$ cat config.mk
export PLATFORM = sky130hd
export DESIGN_NAME = spmv_network_inject
export DESIGN_NICKNAME = d
export VERILOG_FILES = /design/src/rtl/spmv_pkg.sv /design/src/rtl/spmv_pair_sort.sv /design/src/rtl/spmv_network_inject.sv
export SDC_FILE = /design/constraint.sdc
export NUM_CORES = 1
export LEC_CHECK = 0
export ABC_AREA = 1
export BUFFER_PORTS_ARGS = -buffer_cell sky130_fd_sc_hd__buf_2
export CORE_UTILIZATION = 56
export DETAILED_ROUTE_END_ITERATION = 8
export PLACE_DENSITY_LB_ADDON = 0.25
export SETUP_SLACK_MARGIN = 0.15
export SKIP_LAST_GASP = 1
export SYNTH_ARGS = -nofsm -noshare
export SYNTH_HDL_FRONTEND = slang
export SYNTH_HIERARCHICAL = 1
export SYNTH_SLANG_ARGS = --single-unit
export TNS_END_PERCENT = 5
$ cat constraint.sdc
create_clock -name clk -period 3.3 [get_ports clk]
set_input_delay 0.66 -clock clk [delete_from_list [all_inputs] [get_ports clk]]
set_output_delay 0.66 -clock clk [all_outputs]
set_load 0.1 [all_outputs]
$ cat src/rtl/spmv_pkg.sv
// Shared types and constants for the SpMV reduction network.
// Element struct, pad id and ingress FSM states.
package spmv_pkg;

  localparam int DEF_IN_WIDTH = 59;
  localparam int DEF_ID_WIDTH = 13;

  // Reserved id for pad elements; all-ones so it always sorts last.
  localparam logic [DEF_ID_WIDTH-1:0] DEF_PAD_ID = {DEF_ID_WIDTH{1'b1}};

  typedef struct packed {
    logic [DEF_ID_WIDTH-1:0] id;
    logic [DEF_IN_WIDTH-1:0] val;
  } elem_t;

  typedef enum logic {
    EMPTY = 1'b0,
    HALF  = 1'b1
  } state_e;

endpackage

$ cat src/rtl/spmv_pair_sort.sv
// Combinational two-element compare/swap on id (unsigned).
// Equal ids keep arrival order: the first element stays on the low side.
module spmv_pair_sort #(
  parameter int ID_W  = 13,
  parameter int VAL_W = 59
) (
  input  logic [ID_W-1:0]  i_first_id,
  input  logic [VAL_W-1:0] i_first_val,
  input  logic [ID_W-1:0]  i_second_id,
  input  logic [VAL_W-1:0] i_second_val,
  output logic [ID_W-1:0]  o_lo_id,
  output logic [VAL_W-1:0] o_lo_val,
  output logic [ID_W-1:0]  o_hi_id,
  output logic [VAL_W-1:0] o_hi_val
);

  logic w_swap;

  // Strict less-than so a tie never swaps.
  assign w_swap   = i_second_id < i_first_id;
  assign o_lo_id  = w_swap ? i_second_id  : i_first_id;
  assign o_lo_val = w_swap ? i_second_val : i_first_val;
  assign o_hi_id  = w_swap ? i_first_id   : i_second_id;
  assign o_hi_val = w_swap ? i_first_val  : i_second_val;

endmodule

$ cat src/rtl/spmv_network_inject.sv
// Ingress stage of the SpMV reduction network: packs a single element stream
// into id-ordered (a,b) pairs, padding odd-length batches with a PAD_ID element.
module spmv_network_inject
  import spmv_pkg::*;
#(
  parameter int                   IN_WIDTH = DEF_IN_WIDTH,
  parameter int                   ID_WIDTH = DEF_ID_WIDTH,
  parameter logic [ID_WIDTH-1:0]  PAD_ID   = {ID_WIDTH{1'b1}}
) (
  input  logic                clk,
  input  logic                rst_n,
  input  logic [ID_WIDTH-1:0] s_id,
  input  logic [IN_WIDTH-1:0] s_val,
  input  logic                s_last,
  input  logic                s_valid,
  output logic                s_ready,
  output logic [ID_WIDTH-1:0] a_id,
  output logic [IN_WIDTH-1:0] a_val,
  output logic [ID_WIDTH-1:0] b_id,
  output logic [IN_WIDTH-1:0] b_val,
  output logic                out_valid,
  output logic                out_last,
  input  logic                out_ready,
  output logic                busy,
  output logic                err_pad_id,
  output state_e              dbg_state
);

  // Handshakes: a transfer happens on a rising clk edge where valid && ready;
  // the sender holds its fields stable while valid && !ready, and ready is
  // never derived from the sender's valid or data.

  state_e              r_state;
  state_e              w_next_state;
  logic [ID_WIDTH-1:0] r_hold_id;
  logic [IN_WIDTH-1:0] r_hold_val;
  logic [ID_WIDTH-1:0] r_a_id;
  logic [IN_WIDTH-1:0] r_a_val;
  logic [ID_WIDTH-1:0] r_b_id;
  logic [IN_WIDTH-1:0] r_b_val;
  logic                r_out_valid;
  logic                r_out_last;
  logic                r_err_pad_id;

  logic                w_slot_free;
  logic                w_accept;
  logic                w_load_pair;
  logic                w_store_hold;
  logic [ID_WIDTH-1:0] w_first_id;
  logic [IN_WIDTH-1:0] w_first_val;
  logic [ID_WIDTH-1:0] w_second_id;
  logic [IN_WIDTH-1:0] w_second_val;
  logic [ID_WIDTH-1:0] w_lo_id;
  logic [IN_WIDTH-1:0] w_lo_val;
  logic [ID_WIDTH-1:0] w_hi_id;
  logic [IN_WIDTH-1:0] w_hi_val;

  assign w_slot_free = !r_out_valid || out_ready;
  assign w_accept    = s_valid && w_slot_free;

  always_comb begin
    w_next_state = r_state;
    w_load_pair  = 1'b0;
    w_store_hold = 1'b0;
    case (r_state)
      EMPTY: begin
        if (w_accept) begin
          if (s_last) begin
            w_load_pair = 1'b1;
          end else begin
            w_store_hold = 1'b1;
            w_next_state = HALF;
          end
        end
      end
      HALF: begin
        if (w_accept) begin
          w_load_pair  = 1'b1;
          w_next_state = EMPTY;
        end
      end
      default: w_next_state = EMPTY;
    endcase
  end

  // In EMPTY the partner is the pad, which the sorter keeps on b.
  assign w_first_id   = (r_state == HALF) ? r_hold_id  : s_id;
  assign w_first_val  = (r_state == HALF) ? r_hold_val : s_val;
  assign w_second_id  = (r_state == HALF) ? s_id       : PAD_ID;
  assign w_second_val = (r_state == HALF) ? s_val      : '0;

  spmv_pair_sort #(
    .ID_W  (ID_WIDTH),
    .VAL_W (IN_WIDTH)
  ) u_pair_sort (
    .i_first_id   (w_first_id),
    .i_first_val  (w_first_val),
    .i_second_id  (w_second_id),
    .i_second_val (w_second_val),
    .o_lo_id      (w_lo_id),
    .o_lo_val     (w_lo_val),
    .o_hi_id      (w_hi_id),
    .o_hi_val     (w_hi_val)
  );

  always_ff @(posedge clk or negedge rst_n) begin
    if (!rst_n) begin
      r_state <= EMPTY;
    end else begin
      r_state <= w_next_state;
    end
  end

  always_ff @(posedge clk or negedge rst_n) begin
    if (!rst_n) begin
      r_hold_id  <= '0;
      r_hold_val <= '0;
    end else if (w_store_hold) begin
      r_hold_id  <= s_id;
      r_hold_val <= s_val;
    end
  end

  always_ff @(posedge clk or negedge rst_n) begin
    if (!rst_n) begin
      r_a_id      <= '0;
      r_a_val     <= '0;
      r_b_id      <= '0;
      r_b_val     <= '0;
      r_out_valid <= 1'b0;
      r_out_last  <= 1'b0;
    end else if (w_load_pair) begin
      r_a_id      <= w_lo_id;
      r_a_val     <= w_lo_val;
      r_b_id      <= w_hi_id;
      r_b_val     <= w_hi_val;
      r_out_valid <= 1'b1;
      r_out_last  <= s_last;
    end else if (out_ready) begin
      r_out_valid <= 1'b0;
    end
  end

  always_ff @(posedge clk or negedge rst_n) begin
    if (!rst_n) begin
      r_err_pad_id <= 1'b0;
    end else if (w_accept && (s_id == PAD_ID)) begin
      r_err_pad_id <= 1'b1;
    end
  end

  assign s_ready    = w_slot_free;
  assign a_id       = r_a_id;
  assign a_val      = r_a_val;
  assign b_id       = r_b_id;
  assign b_val      = r_b_val;
  assign out_valid  = r_out_valid;
  assign out_last   = r_out_last;
  assign busy       = (r_state == HALF) || r_out_valid;
  assign err_pad_id = r_err_pad_id;
  assign dbg_state  = r_state;

endmodule

* Word level (Yosys, flattened, before mapping) *
Cells that the tools add are included.
W data, S select, Z words.

storage, ports and cells
  flip-flop bits (word level) = 220
  logic and storage cells = 38
  output and inout bits = 150

operators by class
  eq/ne operators = 1
  mux-type cells = 19
  bitwise logic cells = 1
  reduce and logical (&&, ||, !) cells = 6
  magnitude comparators = 1

operator list
  kind                    count
  $mux W59                4
  $mux W13                4
  $eq A13 B13 Y1 const B  1
  $lt A13 B13 Y1          1
  $mux W1                 9
  $pmux W1 S2             2
  $logic_and A1 B1 Y1     2
  $logic_or A1 B1 Y1      2
  $reduce_bool A2 Y1      1
  $logic_not A1 Y1        1
  $not A1 Y1              1

* Logic depth before layout (Yosys ltp) *
  word-level depth = 6
  depth in mapped cells = 18
  depth with buffers taken out = 14

* Modules after synthesis *
Netlist, hierarchy kept.

by module, submodules not included
  module               seq. area each (µm²)  area each (µm²)  instances  cells an instance
  spmv_network_inject  5,505.3               9,751.9          1          1,258
  spmv_pair_sort       0.0                   2,408.6          1          538

* Least setup slack after synthesis *
OpenSTA, ideal clock, no wires.

  kind = register to register
  start = register r_state (netlist: dbg_state)
  end = register r_b_id[10] (netlist: b_id[10])
  library setup time = 122 ps
  arrival time = 3,175 ps
  slack = 3 ps
  buffers on the path = 5
  required time = 3,178 ps
  stages on the path, launching flop included = 17
  path through = dfrtp_1 -> buf_4 -> clkbuf_1 -> clkbuf_1 -> nand2_1 -> ha_1 -> nand2_1 -> nor2_1 -> nand2_1 -> nor2_1 -> nand2_2 -> buf_2 -> buf_2 -> nand3_1 -> nand2_1 -> nand2_1 -> nand2_1

between the ends
  cells in the longest elaborated chain, start to end = 3

RTL lines
  what                    line                        source
  from (decl)             spmv_network_inject.sv:33   state_e r_state;
  from (signal assigned)  spmv_network_inject.sv:110  r_state <= w_next_state;
  $mux W13                spmv_network_inject.sv:89   assign w_second_id = (r_state == HALF) ? s_id : PAD_ID;
  via w_second_id[11]     spmv_network_inject.sv:51   logic [ID_WIDTH-1:0] w_second_id;
  $lt A13 B13 Y1          spmv_pair_sort.sv:20        assign w_swap = i_second_id < i_first_id;
  $mux W13                spmv_pair_sort.sv:23        assign o_hi_id = w_swap ? i_first_id : i_second_id;
  via w_hi_id[10]         spmv_network_inject.sv:55   logic [ID_WIDTH-1:0] w_hi_id;
  to (signal assigned)    spmv_network_inject.sv:135  r_b_id <= w_hi_id;
  to (decl)               spmv_network_inject.sv:39   logic [ID_WIDTH-1:0] r_b_id;

The timed path passes the listed nets, and every way through them passes these cells.
A chain may end at the register's enable or synchronous reset.

* Final worst setup path *
  start = register r_state (netlist: dbg_state)
  end = register r_a_id[9] (netlist: a_id[9])

between the ends
  cells in the longest elaborated chain, start to end = 3

RTL lines
  what                  line                        source
  $mux W13              spmv_network_inject.sv:87   assign w_first_id = (r_state == HALF) ? r_hold_id : s_id;
  via w_first_id[6]     spmv_network_inject.sv:49   logic [ID_WIDTH-1:0] w_first_id;
  $lt A13 B13 Y1        spmv_pair_sort.sv:20
  $mux W13              spmv_pair_sort.sv:21        assign o_lo_id = w_swap ? i_second_id : i_first_id;
  via w_lo_id[9]        spmv_network_inject.sv:53   logic [ID_WIDTH-1:0] w_lo_id;
  to (signal assigned)  spmv_network_inject.sv:133  r_a_id <= w_lo_id;
  to (decl)             spmv_network_inject.sv:37   logic [ID_WIDTH-1:0] r_a_id;

The timed path passes the listed nets, and every way through them passes these cells.

==> metrics list <==
- The worst register-to-register path ends at a_id[9].
* Std-Cell Core Area: ~0.021 mm²
- For flop-to-flop paths, the worst setup slack is slightly below 0.4 ns.
* Class of the tightest hold or removal check: in -> async
* H-Tree Depth: 1
- Post-layout min period: roughly 2.9 ns
- The floorplan has 53 rows.
- Clock-pin slew was measured on the worst setup and hold paths at 0.06 ns.
- Count of buffers from port buffering: 226
* Setup clock skew after layout: 0.01290 ns
- Post-synthesis average cell area: around 6.8 µm²
- The synthesized netlist occupies a cell area of 0.01216 mm².
- Post-synthesis sequential area ratio: between 40% and 50%
- Synth area leaders: sky130_fd_sc_hd__dfrtp_1, sky130_fd_sc_hd__nand2_1, sky130_fd_sc_hd__nand3_1
- After detailed routing, the number of remaining DRC violations is 0.
* Number of nets with antenna violations after detailed routing: 0
- The tool flagged a number of max-cap violations equal to 0.
- In the synthesized netlist, the number of instances is between 1500 and 2000.
* Antenna violations before repair: 4
* TritonCTS clock tree: built
- Compared with the post-synthesis result, the final layout area differs by 16.27%.
* Worst skew pair latency: 0.53 ns
- Counting the buffers created by CTS gives 25.
- The total count of max-transition violations in the final report was 0.
- Vias in the first global route: approximately 11000
- The flow ran to the end, and the final reports show no timing, DRC or antenna violations.
- Pin count of the biggest net entering global routing: between 100 and 150
- The Yosys step of the flow raised 6 warnings.
- In this run the worst path has a maximum fanout of 44.
* Worst Path Required: roughly 3.8 ns
* Global routing usage summed across all routing layers: 27.39%
- Number of vias per cell: around 5.1
- Of the post-synthesis cell area, the dominant cell type holds between 40% and 50%.
* Pin slew with the least headroom to its limit: 0.6071 ns
- Leading cell type in the layout, fill and taps excluded: sky130_fd_sc_hd__nand2_1
* Setup-failing EPs final: 0
- Total grt overflow: 0
* Die height: about 150 µm
* Total nets after synthesis: about 1900
* Top library cells by usage in the layout, fill and taps aside: sky130_fd_sc_hd__nand2_1, sky130_fd_sc_hd__buf_2, sky130_fd_sc_hd__dfrtp_1
- Number of clock sinks: 220
- Post-route clock period utilization: between 80% and 90%
- Routed len/inst: between 10 and 15 µm
- Crit path DAT: 3.36 ns
- NumNets Final: between 2000 and 2500
- The first routing iteration left ~760 violations.
- Global-route wire length before repair: 50030 µm
- Kind of critical path: reg -> reg
- For this block, the routed nets add up to 30330 µm of wire.
- Post-route setup TNS: 0 ns
- Derived from the worst setup path, the maximum achievable clock frequency is approximately 0.34 GHz.
* Number of I/O pins: ~230
* Chip width: 149.4 µm
- Crit path capture type: register
- In this run the clock root is driven by a sky130_fd_sc_hd__clkbuf_16.
* Proportion of layout cells with a drive suffix above 1: around 15%
* Post-CTS repair timing setup buffer count: 0
* Initial cell density of the core: between 50 and 60%
- Counting along the longest clock path gives a buffer depth of 3.
* Flops & latches, synth: between 200 and 250
- Drt pass-1 iters: 5
- Global placement routability congestion: roughly 0.82
- Area enclosed by the die boundary: roughly 0.022 mm²
* R2R depth: 11
- Post-synth top area cell: sky130_fd_sc_hd__dfrtp_1
* FF-to-FF Start: dbg_state
- STA classifies the critical path startpoint as a register.
- Total via count in the routed design: 11493
- Measured against its own limit, the worst slew margin works out to 59.52%.
* Unrepaired setup endpoints after global routing: no
- Detailed Place HPWL: around 19000 µm
- Final hold violations: 0
* Number of different library cells in the post-synthesis netlist: 21
[area by class of cell]
cell class | instances | area (µm²)
tap | 275 | 344.1
clock buffer | 39 | 748.2
sequential | 220 | 5509
antenna | 3 | 7.507
inverter | 158 | 596.8
clock inverter | 7 | 68.82
fill | 1906 | 7015
multi-input combinational | 1301 | 5413
timing repair buffer | 249 | 1451
[how the worst max path moves through the flow]
stage	start	to	slack [ns]
global route	dbg_state	b_val[26]	0.16
finish	dbg_state	a_id[9]	0.39
CTS	dbg_state	b_val[30]	0.46
global placement	s_id[11]	b_val[24]	0.45
detailed placement	s_id[10]	b_val[32]	0.37
floorplan	dbg_state	b_id[10]	0.30
[cells in the mapped netlist]
cell,count
sky130_fd_sc_hd__nand2_1,977
sky130_fd_sc_hd__dfrtp_1,220
sky130_fd_sc_hd__inv_1,157
sky130_fd_sc_hd__nand3_1,148
sky130_fd_sc_hd__o21ai_0,86
sky130_fd_sc_hd__o21ai_1,58
sky130_fd_sc_hd__buf_2,53
sky130_fd_sc_hd__clkbuf_1,38
sky130_fd_sc_hd__buf_6,16
sky130_fd_sc_hd__ha_1,12
sky130_fd_sc_hd__buf_4,9
sky130_fd_sc_hd__nor2_1,6
sky130_fd_sc_hd__a21oi_1,4
sky130_fd_sc_hd__nand2_2,3
sky130_fd_sc_hd__nor2_4,3
sky130_fd_sc_hd__buf_1,1
sky130_fd_sc_hd__inv_2,1
sky130_fd_sc_hd__nand2_4,1
sky130_fd_sc_hd__nor2_2,1
sky130_fd_sc_hd__nor3_1,1
sky130_fd_sc_hd__or2_2,1
[cells by family (layout without fill, tap and decap cells)]
logic type	Yosys count	count (layout)	share of synthesized area, %
and+or+nand+nor	1141	1141	37.10
buffers and inverters	275	453	10.30
DFF	220	220	45.27
AOI/OAI and AO/OA	148	148	6.091
adders and majority gates	12	12	1.235
other	0	3	0
[metrics by stage]
stage / setup WS (ns) / instances / hold WS (ns) / area, µm² / util, %
after global routing: 0.1574 / 2251 / 0.07780 / 14140 / 66.82
after floorplan: 0.2967 / 1796 / 0.3644 / 12160 / -
final: 0.3889 / 2252 / 0.05253 / 14140 / 66.84
after CTS: 0.4605 / 2249 / 0.05909 / 14130 / 66.80
after global placement: 0.4451 / 2203 / 0.4439 / 13310 / 62.94
after detailed placement: 0.3667 / 2203 / 0.4497 / 13310 / 62.94
[layer usage]
metal / global-route usage, % / wire (µm) / vias to the layer above
met5: 0 / 13 / -
met4: 6.837 / 533 / 2
met3: 4.404 / 2254 / 48
met2: 46.71 / 14070 / 365
met1: 36.18 / 13460 / 5270
li1: - / - / 5808
[worst max-delay path: stages (launching register included)]
cell and delay [ns]:
sky130_fd_sc_hd__dfrtp_4 0.65, sky130_fd_sc_hd__o21ai_0 0.43, sky130_fd_sc_hd__inv_1 0.10, sky130_fd_sc_hd__ha_1 0.32, sky130_fd_sc_hd__a21oi_1 0.18, sky130_fd_sc_hd__nor2_1 0.10
sky130_fd_sc_hd__nor2_4 0.18, sky130_fd_sc_hd__buf_4 0.43, sky130_fd_sc_hd__nand3_1 0.13, sky130_fd_sc_hd__nand2_1 0.10, sky130_fd_sc_hd__nand2_1 0.08, sky130_fd_sc_hd__nand2_1 0.11
[state kept, by name, summed over array words and instances (netlist names)]
signal      flops
b_id           13
b_val          59
err_pad_id      1
out_last        1
a_id           13
out_valid       1
a_val          59
r_hold_val     59
dbg_state       1
r_hold_id      13
[what timing repair did]
item	in CTS	in global routing
resized for setup	0	2
endpoints found under the setup margin	0	2
hold buffers	0	0
Power is not shown: default switching activity piles up to over one toggle a cycle in this logic, so the estimate is an artifact.
